===== config.mk =====
export PLATFORM = sky130hd
export DESIGN_NAME = machine_arms_n_logic
export DESIGN_NICKNAME = d
export VERILOG_FILES = /design/src/rtl/machine_arms_n_logic.sv
export SDC_FILE = /design/constraint.sdc
export NUM_CORES = 1
export LEC_CHECK = 0
export ABC_AREA = 1
export BUFFER_PORTS_ARGS = -buffer_cell sky130_fd_sc_hd__buf_2
export CELL_PAD_IN_SITES_DETAIL_PLACEMENT = 1
export CELL_PAD_IN_SITES_GLOBAL_PLACEMENT = 1
export CORE_UTILIZATION = 40
export CTS_BUF_LIST = sky130_fd_sc_hd__clkbuf_4 sky130_fd_sc_hd__clkbuf_8
export CTS_CLUSTER_SIZE = 16
export DETAILED_ROUTE_END_ITERATION = 7
export PLACE_DENSITY_LB_ADDON = 0.1
export SYNTH_ARGS = -nofsm -noshare
export SYNTH_HDL_FRONTEND = slang
export SYNTH_SLANG_ARGS = --single-unit

===== constraint.sdc =====
create_clock -name clk -period 4.15 [get_ports clk]
set_clock_uncertainty 0.05 [all_clocks]
set_input_delay 0.6225 -clock clk [delete_from_list [all_inputs] [get_ports clk]]
set_output_delay 0.6225 -clock clk [all_outputs]
set_load 0.02 [all_outputs]

===== src/rtl/machine_arms_n_logic.sv =====
// N-arm running-mean estimator: per-arm pull count and reward sum, mean via a
// restoring divider, one sample in flight at a time.

module machine_arms_n_logic_slot #(
  parameter int DATA_W = 32,
  parameter int CNT_W  = 16,
  parameter int SUM_W  = DATA_W + CNT_W
) (
  input  logic              clk,
  input  logic              rst_n,
  input  logic              clear_i,
  input  logic              upd_en_i,
  input  logic [DATA_W-1:0] reward_i,
  output logic [SUM_W-1:0]  sum_o,
  output logic [CNT_W-1:0]  cnt_o
);
  logic [SUM_W-1:0] sum_q, sum_d;
  logic [CNT_W-1:0] cnt_q, cnt_d;

  always_comb begin
    sum_d = sum_q;
    cnt_d = cnt_q;
    if (clear_i) begin
      sum_d = '0;
      cnt_d = '0;
    end else if (upd_en_i) begin
      sum_d = sum_q + SUM_W'(reward_i);
      cnt_d = cnt_q + 1'b1;
    end
  end

  always_ff @(posedge clk or negedge rst_n) begin
    if (!rst_n) begin
      sum_q <= '0;
      cnt_q <= '0;
    end else begin
      sum_q <= sum_d;
      cnt_q <= cnt_d;
    end
  end

  assign sum_o = sum_q;
  assign cnt_o = cnt_q;
endmodule

module machine_arms_n_logic #(
  parameter int NUM_ARMS = 2,
  parameter int ARM_W    = (NUM_ARMS > 1) ? $clog2(NUM_ARMS) : 1,
  parameter int DATA_W   = 32,
  parameter int CNT_W    = 16,
  parameter int SUM_W    = DATA_W + CNT_W
) (
  input  logic              clk,
  input  logic              s_aresetn,
  input  logic              clear,
  input  logic              in_valid,
  output logic              in_ready,
  input  logic [ARM_W-1:0]  in_arm,
  input  logic [DATA_W-1:0] in_reward,
  output logic              q_valid,
  output logic [ARM_W-1:0]  q_arm,
  output logic [DATA_W-1:0] q_value,
  output logic [CNT_W-1:0]  q_count,
  output logic              err_arm
);
  localparam int IT_W = $clog2(SUM_W + 1);
  localparam logic [ARM_W:0] NARM = (ARM_W+1)'(NUM_ARMS);

  typedef enum logic [1:0] {IDLE, ACCUM, DIVIDE, OUTPUT} state_e;
  state_e state_q, state_d;

  logic [ARM_W-1:0]  arm_q;
  logic [DATA_W-1:0] rew_q;
  logic [CNT_W-1:0]  rem_q, dvs_q;
  logic [SUM_W-1:0]  quo_q;
  logic [IT_W-1:0]   it_q;
  logic              qv_q, err_q;
  logic [ARM_W-1:0]  q_arm_q;
  logic [DATA_W-1:0] q_value_q;
  logic [CNT_W-1:0]  q_count_q;

  logic [NUM_ARMS-1:0][SUM_W-1:0] sum_a;
  logic [NUM_ARMS-1:0][CNT_W-1:0] cnt_a;
  logic [NUM_ARMS-1:0]            upd_en;

  logic [SUM_W-1:0] sum_sel, sum_new;
  logic [CNT_W-1:0] cnt_sel, cnt_new;
  logic             sat, accept, arm_ok;
  logic [CNT_W:0]   rem_sh;
  logic             ge;

  assign in_ready = (state_q == IDLE) && !clear && s_aresetn;
  assign accept   = in_valid && in_ready;
  assign arm_ok   = {1'b0, in_arm} < NARM;

  // Arm state lives in per-arm slots; only the captured arm updates in ACCUM.
  for (genvar i = 0; i < NUM_ARMS; i++) begin : g_arm
    assign upd_en[i] = (state_q == ACCUM) && (arm_q == ARM_W'(i)) && !sat;
    machine_arms_n_logic_slot #(.DATA_W(DATA_W), .CNT_W(CNT_W), .SUM_W(SUM_W)) u_slot (
      .clk(clk), .rst_n(s_aresetn), .clear_i(clear), .upd_en_i(upd_en[i]),
      .reward_i(rew_q), .sum_o(sum_a[i]), .cnt_o(cnt_a[i])
    );
  end

  always_comb begin
    sum_sel = '0;
    cnt_sel = '0;
    for (int i = 0; i < NUM_ARMS; i++) begin
      if (arm_q == ARM_W'(i)) begin
        sum_sel = sum_a[i];
        cnt_sel = cnt_a[i];
      end
    end
  end

  // A saturated counter drops the sample but still reports the current mean.
  assign sat     = &cnt_sel;
  assign sum_new = sat ? sum_sel : sum_sel + SUM_W'(rew_q);
  assign cnt_new = sat ? cnt_sel : cnt_sel + 1'b1;

  assign rem_sh = {rem_q, quo_q[SUM_W-1]};
  assign ge     = rem_sh >= {1'b0, dvs_q};

  always_comb begin
    state_d = state_q;
    unique case (state_q)
      IDLE:    if (accept && arm_ok) state_d = ACCUM;
      ACCUM:   state_d = DIVIDE;
      DIVIDE:  if (it_q == '0) state_d = OUTPUT;
      OUTPUT:  state_d = IDLE;
      default: state_d = IDLE;
    endcase
    if (clear) state_d = IDLE;
  end

  always_ff @(posedge clk or negedge s_aresetn) begin
    if (!s_aresetn) begin
      state_q   <= IDLE;
      arm_q     <= '0;
      rew_q     <= '0;
      rem_q     <= '0;
      dvs_q     <= '0;
      quo_q     <= '0;
      it_q      <= '0;
      qv_q      <= 1'b0;
      err_q     <= 1'b0;
      q_arm_q   <= '0;
      q_value_q <= '0;
      q_count_q <= '0;
    end else begin
      state_q <= state_d;
      qv_q    <= 1'b0;
      err_q   <= 1'b0;
      if (!clear) begin
        unique case (state_q)
          IDLE: if (accept) begin
            arm_q <= in_arm;
            rew_q <= in_reward;
            err_q <= !arm_ok;
          end
          ACCUM: begin
            quo_q <= sum_new;
            dvs_q <= cnt_new;
            rem_q <= '0;
            it_q  <= IT_W'(SUM_W - 1);
          end
          DIVIDE: begin
            rem_q <= ge ? CNT_W'(rem_sh - {1'b0, dvs_q}) : rem_sh[CNT_W-1:0];
            quo_q <= {quo_q[SUM_W-2:0], ge};
            it_q  <= it_q - 1'b1;
          end
          OUTPUT: begin
            qv_q      <= 1'b1;
            q_arm_q   <= arm_q;
            q_value_q <= quo_q[DATA_W-1:0];
            q_count_q <= dvs_q;
          end
          default: ;
        endcase
      end
    end
  end

  assign q_valid = qv_q;
  assign err_arm = err_q;
  assign q_arm   = q_arm_q;
  assign q_value = q_value_q;
  assign q_count = q_count_q;
endmodule


# Word level (Yosys, flattened, before mapping)
# Cells that the tools add are included.
# W data, S select, Z words.
[totals]
reg_bits = 299
out_inout_bits = 52
input_bits = 37
word_cells = 73
[op_classes]
n_reduce_logical = 20
eq_ne = 5
bitwise_logic = 2
n_lt_le_gt_ge = 1
add_sub_neg = 8
n_mux = 22
[op_table]
columns = ["cell", "count"]
rows = [
  ["$mux W48", 6],
  ["$add A48 B32 Y48", 3],
  ["$mux W16", 7],
  ["$pmux W48 S2", 1],
  ["$add A16 B1 Y16 const B", 3],
  ["$pmux W16 S2", 1],
  ["$ge A17 B16 Y1", 1],
  ["$reduce_and A16 Y1", 1],
  ["$sub A16 B16 Y16", 1],
  ["$pmux W6 S2", 1],
  ["$pmux W2 S4", 1],
  ["$reduce_and A2 Y1", 4],
  ["$logic_and A1 B1 Y1", 7],
  ["$logic_not A6 Y1", 1],
  ["$mux W2", 3],
  ["$ne A3 B3 Y1 const B", 2],
  ["$reduce_bool A2 Y1", 3],
  ["$sub A6 B1 Y6 const B", 1],
  ["$eq A2 B2 Y1 const B", 2],
  ["$reduce_and A3 Y1", 1],
  ["$eq A2 B1 Y1 const B", 1],
  ["$logic_not A1 Y1", 2],
  ["$logic_not A2 Y1", 1],
  ["$mux W1", 2],
  ["$not A1 Y1", 2],
]

# Depth between registers and ports, before layout
# Gate-level depths: netlist of run 1.
[depth]
ltp_word = 7
mapped_depth = 24
ltp_nobuf = 19

# Modules after synthesis
# From an unflattened synthesis of run 1, not the netlist that was laid out.
[unflattened]
cells_unflattened = 3712
hier_area_um2 = 23879.2
[by_module_without_submodules]
columns = ["module", "instances", "area_per_inst_um2", "cells_per_inst", "seq_area_each_um2"]
rows = [
  ["machine_arms_n_logic", 1, 12615.8, 1877, 4279.1],
  ["machine_arms_n_logic_slot (g_arm[1].u_slot)", 1, 5698.0, 919, 1601.5],
  ["machine_arms_n_logic_slot (g_arm[0].u_slot)", 1, 5565.3, 916, 1601.5],
]

# Worst setup path before layout of run 1
# OpenSTA, ideal clock, no wires.
[synth_timing]
path_type = "reg-to-reg"
from = "register arm_q"
to = "register quo_q[32]"
path_stages_with_launch = 22
n_path_buf = 5
synth_period_minus_slack_ns = 3.043
path_slack_ns = 1.107
required_ns = 3.982
setup_ns = 0.118
t_arrival_ns = 2.876
path_cell_list = "dfrtp_1 -> buf_6 -> buf_12 -> buf_6 -> buf_2 -> buf_2 -> o21ai_0 -> ha_1 -> inv_1 -> fa_1 -> inv_1 -> nand3_1 -> nand3_1 -> nand2_1 -> nand2_1 -> nand3_1 -> nand2_1 -> nand2_1 -> nand2_1 -> nand3_1 -> nand3_1 -> nand2_1"
[synth_via]
elab_chain_cells = 4
word_cells_on_any_way = 6
cone_classes = "1 x add/sub; 4 x mux; 1 x reduce/logical"
[synth_lines]
columns = ["element", "line_no", "text"]
rows = [
  ["start: declaration", "72", "logic [ARM_W-1:0] arm_q;"],
  ["start signal: assignment", "157", "arm_q <= in_arm;"],
  ["$mux W48 / $mux W16 (equally long branches)", "109", "if (arm_q == ARM_W'(i)) begin"],
  ["$add A48 B32 Y48 / $reduce_and A16 Y1 (equally long branches)", "118, 117", ""],
  ["$mux W48 *", "118", "assign sum_new = sat ? sum_sel : sum_sel + SUM_W'(rew_q);"],
  ["$pmux W48 S2 *", "155", "unique case (state_q)"],
  ["end signal: assignment", "162", "quo_q <= sum_new;"],
  ["end signal: assignment", "169", "quo_q <= {quo_q[SUM_W-2:0], ge};"],
  ["end: declaration", "75", "logic [SUM_W-1:0] quo_q;"],
]
# Every way passes the cells marked *; elsewhere a longest branch is shown, timed or not.
# A chain may end at the register's enable or synchronous reset.

# Worst setup path in the final report of run 1
[layout_timing]
from = "register arm_q"
to = "register quo_q[36]"
# Same word-level chain as after synthesis.

==> results of run 1 <==
-- synth_stat cells (7+ instances only) --
cell	number
o21a_1	9
nor4_1	7
o21bai_1	13
o21ai_0	207
a21oi_1	140
nand2_1	1313
nand2_2	7
dfrtp_1	299
nand4_1	47
nor3_1	46
buf_2	31
and2_1	11
ha_1	121
inv_1	624
o22ai_1	63
o211ai_1	8
clkbuf_1	39
xnor2_1	44
nor2_2	7
or2_2	7
o21ai_1	32
nand3b_1	8
buf_6	14
nand3_1	258
xor2_1	33
nor2_1	355
mux2_2	31
-- report_power, final --
| group | internal [mW] | total [mW] | switching (mW) |
|---|---|---|---|
| Combinational | 3.23 | 10.1 | 6.84 |
| Clock | 2.01 | 3.47 | 1.46 |
| Sequential | 3.75 | 4.77 | 1.02 |
| Total | 8.99 | 18.3 | 9.32 |
-- cell usage in the layout (no fill, tap or decap), types with 33 or more instances in the layout --
cell | Yosys | routed
nand2_1 | 1313 | 1311
inv_1 | 624 | 622
nor2_1 | 355 | 353
dfrtp_1 | 299 | 298
nand3_1 | 258 | 258
o21ai_0 | 207 | 207
a21oi_1 | 140 | 140
ha_1 | 121 | 121
buf_2 | 31 | 86
clkbuf_8 | 0 | 80
o22ai_1 | 63 | 63
nand4_1 | 47 | 47
nor3_1 | 46 | 46
xnor2_1 | 44 | 44
xor2_1 | 33 | 33
-- registers in the layout, indices dropped and copies added (netlist names) --
signal,flops
g_arm.u_slot.sum_o,96
quo_q,48
g_arm.u_slot.cnt_o,32
q_value,32
rew_q,32
dvs_q,16
q_count,16
rem_q,16
it_q,6
state_q,2
arm_q,1
q_arm,1
q_valid,1
-- cells by family (layout without fill, tap and decap cells) --
kind of cell / count (synthesis) / count (layout)
AO/OA/AOI/OAI: 503 / 503
flip-flops: 299 / 299
multiplexers: 31 / 31
buffers and inverters: 724 / 858
AND/OR/NAND/NOR: 2082 / 2082
other: 1 / 3
adder cells (fa/ha/maj): 125 / 125
XOR/XNOR: 77 / 77
-- final cells by class --
cell class / count / area [µm²] / share of cell area, %
multi-input combinational: 2819 / 13940 / 51.91
sequential: 299 / 7486 / 27.88
tap: 782 / 978.4 / 3.644
timing repair buffer: 117 / 698.2 / 2.600
antenna: 2 / 5.005 / 0.01864
clock inverter: 19 / 191.4 / 0.7130
inverter: 631 / 2369 / 8.821
clock buffer: 91 / 1184 / 4.408
-- repair_timing --
item	CTS	global route
endpoints found under the hold margin	49	0
hold buffers	1	0
gates resized for setup	0	0
-- worst min path at each step --
stage | startpoint | end | slack, ns
global placement | q_count[12]$_DFFE_PN0P_ | q_count[12]$_DFFE_PN0P_ | 0.41
CTS | in_reward[3] | rew_q[3]$_DFFE_PN0P_ | 0.08
floorplan | s_aresetn | arm_q$_DFFE_PN0P_ | 0.28
finish | in_reward[25] | rew_q[25]$_DFFE_PN0P_ | 0.12
detailed placement | q_value[10]$_DFFE_PN0P_ | q_value[10]$_DFFE_PN0P_ | 0.41
global route | in_reward[27] | rew_q[27]$_DFFE_PN0P_ | 0.1
-- layer usage --
metal / up-vias / part of all wire [%] / GRT usage [%]
li1: 12298 / - / -
met1: 11820 / 49 / 42.09
met2: 462 / 43 / 46.24
met3: 134 / 4.7 / 4.240
met4: 0 / 2.9 / 9.246
met5: - / 0 / 0
==> impl_metrics.json, run 1 <==
{
  "p_leak_nw": 14.21,
  "htreeDepth": 2,
  "synth-xor-area-share_pct": 2.773,
  "vias": 24714,
  "status": "finished clean",
  "grt_overflow": 0,
  "start_util_pct": 40.37,
  "vdd_drop_max_mv": 0.2340,
  "maxCapViolations": 0,
  "synth-simple-area-share_pct": 35.09,
  "antenna_found_initial": 1,
  "grt_max_degree": 104,
  "setup_viol": 0,
  "finish.utilization_pct": 44.57,
  "dp.cells": 4647,
  "setup_slack_ns": 0.7055,
  "synth_cell_types": 53,
  "synth_area_um2": 24320,
  "finalHoldViolCount": 0,
  "regToRegStartpoint": "arm_q$_DFFE_PN0P_",
  "synth_top_family_by_area": "simple AND/OR/NAND/NOR gates",
  "ios": 89,
  "critPathLaunchType": "register",
  "fp.dieH_um": 248.6,
  "grt_pass1_vias": 25145,
  "hold_slack_ns": 0.1219,
  "r2r_setup_slack_ns": 0.71,
  "fin_crit_sh_pct": 83.00,
  "ys.flop_type": "dfrtp_1",
  "tightestPinTransition_ns": 1.158,
  "cts_tree": "done",
  "drive_gt1_share_pct": 7.797,
  "yosysWarnings": 0,
  "final_nets": 4088,
  "synth_fa_ha_area_share_pct": 6.555,
  "drc_errors": 0,
  "r2r_end": "quo_q[36]$_DFFE_PN0P_",
  "relSlewSlack_pct": 21.97,
  "crit_family": "simple AND/OR/NAND/NOR gates",
  "worstSetupPathDepth": 15,
  "path_buf_inv": 2,
  "power.density_nw_per_um2": 681.9,
  "dpl-instance-area_um2": 25460,
  "routabilityCongestion": 0.9514,
  "synth_edf_count": 0,
  "synthToLayoutAreaGrowth_pct": 10.41,
  "rsz0062_at_grt": "no",
  "numCtsBuffers": 58,
  "grt.total_usage_pct": 29.61,
  "async_flop_share_pct": 100.0,
  "core_um2": 60250,
  "path_clk_slew_ns": 0.07,
  "fmax_ghz": 0.2903,
  "wirelength_um": 91120,
  "seq_area_frac_synth_pct": 30.77,
  "fill_cells": 8172,
  "synth_mux_area_share_pct": 1.435,
  "slowest_stage": "dfrtp_4",
  "cts.sinks": 299,
  "path_class": "reg -> reg",
  "clk_latency_ns": 0.69,
  "post-dp-hpwl_um": 73670,
  "viasPerCell": 5.192,
  "worstPathMaxFanout": 48,
  "synth_top_cell_by_area": "dfrtp_1",
  "first_pass_iters": 5,
  "root_buffer": "clkbuf_8",
  "cp-end-kind": "register",
  "required_ns": 4.67,
  "ys_seq_elements": 299,
  "die_w_um": 248.6,
  "cts_buffer_depth": 3,
  "synth_top_area_share_pct": 30.77,
  "finalMaxSlewViolations": 0,
  "cp_cell_sequence": "buf_12 > o21ai_0 > inv_1 > ha_1 > nand2_1 > nor2_1 > nand2_1 > nor2_1 > nand2_1 > nand3_1 > nand2_1 > nand2_1 > nand3_1 > nand3_1 > nand2_1",
  "drtIter0Drc": 1360,
  "fin_cells": 4760,
  "ff2ff_path_depth": 15,
  "antenna_left": 0,
  "io_buffer_count": 87,
  "critPathArrivalTime_ns": 3.96,
  "dieArea_um2": 61790,
  "tns_ns": 0,
  "finalPower_mw": 18.31,
  "hold_class": "in -> reg",
  "setup.worst_path.start": "arm_q$_DFFE_PN0P_",
  "cpPeakStageDelay_ns": 0.68,
  "stdcell_area_um2": 26850,
  "rows": 90,
  "postCtsSetupBuffers": 0,
  "syn_area_per_cell_um2": 6.330,
  "syn-instance-count": 3842,
  "post-place-ws_ns": 0.7270,
  "synth_fp_nets": 4004,
  "min_path_cells": 2,
  "grt_pass1_wl_um": 142400,
  "synth_compound_area_share_pct": 11.38,
  "crit_top_cell": "nand2_1",
  "min_period_ns": 3.445,
  "endpoint": "quo_q[36]$_DFFE_PN0P_",
  "wl_per_cell_um": 19.14,
  "synth_area_leaders": "dfrtp_1 (31%), nand2_1 (20%), inv_1 (9.6%)"
}
No activity file was read; power rests on OpenSTA's default activity.
==> run 2, diff against run 1 <==
Clock period 4.15 ns to 2.9 ns, I/O delays scaled along.
==> run 2 against run 1 <==
Design area rose by 7.2%. Power rose by 55%. Maximum frequency rose by 22%. Utilization rose by 3.2 points. Die area did not move. Critical path type unchanged. Combinational power rose by 66%. Sequential power rose by 42%. Global-route usage rose by 1.0 points. Worst setup slack got worse by 0.62 ns. First-iteration DRC count rose by 19%. Wire length rose by 5.0%.
==> impl_metrics.json, run 2 (same netlist as run 1, synthesis figures left out) <==
{
  "status": "finished clean",
  "finalPower_mw": 28.43,
  "tightestPinTransition_ns": 0.8424,
  "relSlewSlack_pct": 43.32,
  "antenna_left": 0,
  "min_path_cells": 3,
  "vdd_drop_max_mv": 0.3899,
  "synthToLayoutAreaGrowth_pct": 18.34,
  "regToRegStartpoint": "arm_q$_DFFE_PN0P_",
  "drive_gt1_share_pct": 13.26,
  "ff2ff_path_depth": 10,
  "maxCapViolations": 0,
  "worstHoldStart": "in_arm",
  "fp.dieH_um": 248.6,
  "grt_pass1_wl_um": 147300,
  "ios": 89,
  "cp-end-kind": "register",
  "grt_overflow": 0,
  "largest_register_ff_count": 96,
  "drtIter0Drc": 1615,
  "dpl-instance-area_um2": 26440,
  "fmax_ghz": 0.3550,
  "fill_cells": 8114,
  "start_util_pct": 40.37,
  "path_clk_slew_ns": 0.06,
  "rsz0062_at_grt": "yes",
  "die_w_um": 248.6,
  "grt.total_usage_pct": 30.63,
  "grt_max_degree": 107,
  "grt_pass1_vias": 26017,
  "root_buffer": "clkbuf_8",
  "worstPathMaxFanout": 57,
  "vias": 25594,
  "layout_common_cells": "nand2_1 (1281), inv_1 (621), nor2_1 (326), dfrtp_1 (298), nand3_1 (251)",
  "wl_per_cell_um": 19.49,
  "p_leak_nw": 15.06,
  "cts_tree": "done",
  "htreeDepth": 2,
  "critPathLaunchType": "register",
  "post-place-ws_ns": -0.1917,
  "cts_buffer_depth": 3,
  "r2r_setup_slack_ns": 0.08,
  "required_ns": 3.35,
  "wirelength_um": 95720,
  "core_um2": 60250,
  "finish.utilization_pct": 47.77,
  "dieArea_um2": 61790,
  "tns_ns": 0,
  "io_buffer_count": 87,
  "antenna_found_initial": 4,
  "drc_errors": 0,
  "stdcell_area_um2": 28780,
  "dp.cells": 4760,
  "setup_slack_ns": 0.08343,
  "finalHoldViolCount": 0,
  "fin_crit_sh_pct": 97.12,
  "clk_latency_ns": 0.71,
  "final_nets": 4241,
  "fin_cells": 4910,
  "cts.sinks": 299,
  "hold_class": "in -> reg",
  "rows": 90,
  "post-dp-hpwl_um": 76560,
  "final_common_cell": "nand2_1",
  "setup_viol": 0,
  "path_class": "reg -> reg",
  "critPathArrivalTime_ns": 3.26,
  "viasPerCell": 5.213,
  "min_period_ns": 2.817,
  "hold_slack_ns": 0.03821,
  "power.density_nw_per_um2": 987.8,
  "routabilityCongestion": 0.9673,
  "r2r_end": "quo_q[3]$_DFFE_PN0P_",
  "hold_end": "arm_q$_DFFE_PN0P_",
  "finalMaxSlewViolations": 0,
  "first_pass_iters": 6,
  "numCtsBuffers": 59
}
[run 2: worst max path at each step]
stage / from / endpoint / slack [ns] / cells past startpoint
2_1_floorplan: arm_q$_DFFE_PN0P_ / quo_q[47]$_DFFE_PN0P_ / -0.002 / 20
3_3_place_gp: arm_q$_DFFE_PN0P_ / quo_q[11]$_DFFE_PN0P_ / -0.21 / 15
3_5_place_dp: arm_q$_DFFE_PN0P_ / quo_q[11]$_DFFE_PN0P_ / -0.19 / 15
4_1_cts: arm_q$_DFFE_PN0P_ / quo_q[42]$_DFFE_PN0P_ / -0.02 / 15
5_1_grt: arm_q$_DFFE_PN0P_ / quo_q[25]$_DFFE_PN0P_ / -0.03 / 19
6_report: arm_q$_DFFE_PN0P_ / quo_q[3]$_DFFE_PN0P_ / 0.08 / 10
[run 2: critical path, cell delays in order, from the launching register on]
cell and delay (ns):
dfrtp_4 0.51, buf_16 0.20, o21ai_2 0.23, ha_2 0.24
nand3_2 0.09, nor2_2 0.19, nand4_4 0.18, buf_12 0.22
buf_12 0.17, o211ai_1 0.28, o221ai_1 0.18
[run 2: routing by layer]
layer	track usage (%)	wire [µm]	vias up
met2	48.86	42700	539
met3	3.329	4218	147
met4	9.441	2966	2
met1	43.40	45820	12303
li1	-	-	12603
met5	0	13	-
[run 2: power by group]
part / internal (mW) / switching (mW) / total, mW
registers: 5.37 / 1.42 / 6.79
clock network: 2.74 / 2.11 / 4.85
logic: 6.05 / 10.7 / 16.8
total: 14.2 / 14.3 / 28.4
[run 2: layout make-up]
class | instances | area [µm²] | area share (%)
inverters | 631 | 2371 | 8.239
multi-input cells | 2819 | 14570 | 50.62
clock buffers | 90 | 1120 | 3.891
flip-flops and latches | 299 | 7486 | 26.01
clock inverters | 17 | 188.9 | 0.6565
diodes | 3 | 7.507 | 0.02609
repair buffers | 269 | 2058 | 7.152
well taps | 782 | 978.4 | 3.400
[run 2: what timing repair did]
action / 4_1_cts / 5_1_grt
pin swaps: 0 / 13
resized for setup: 14 / 158
cloned: 0 / 2
endpoints found under the hold margin: 44 / 0
endpoints found under the setup margin: 30 / 51
hold buffers: 32 / 0
buffers inserted: 0 / 6
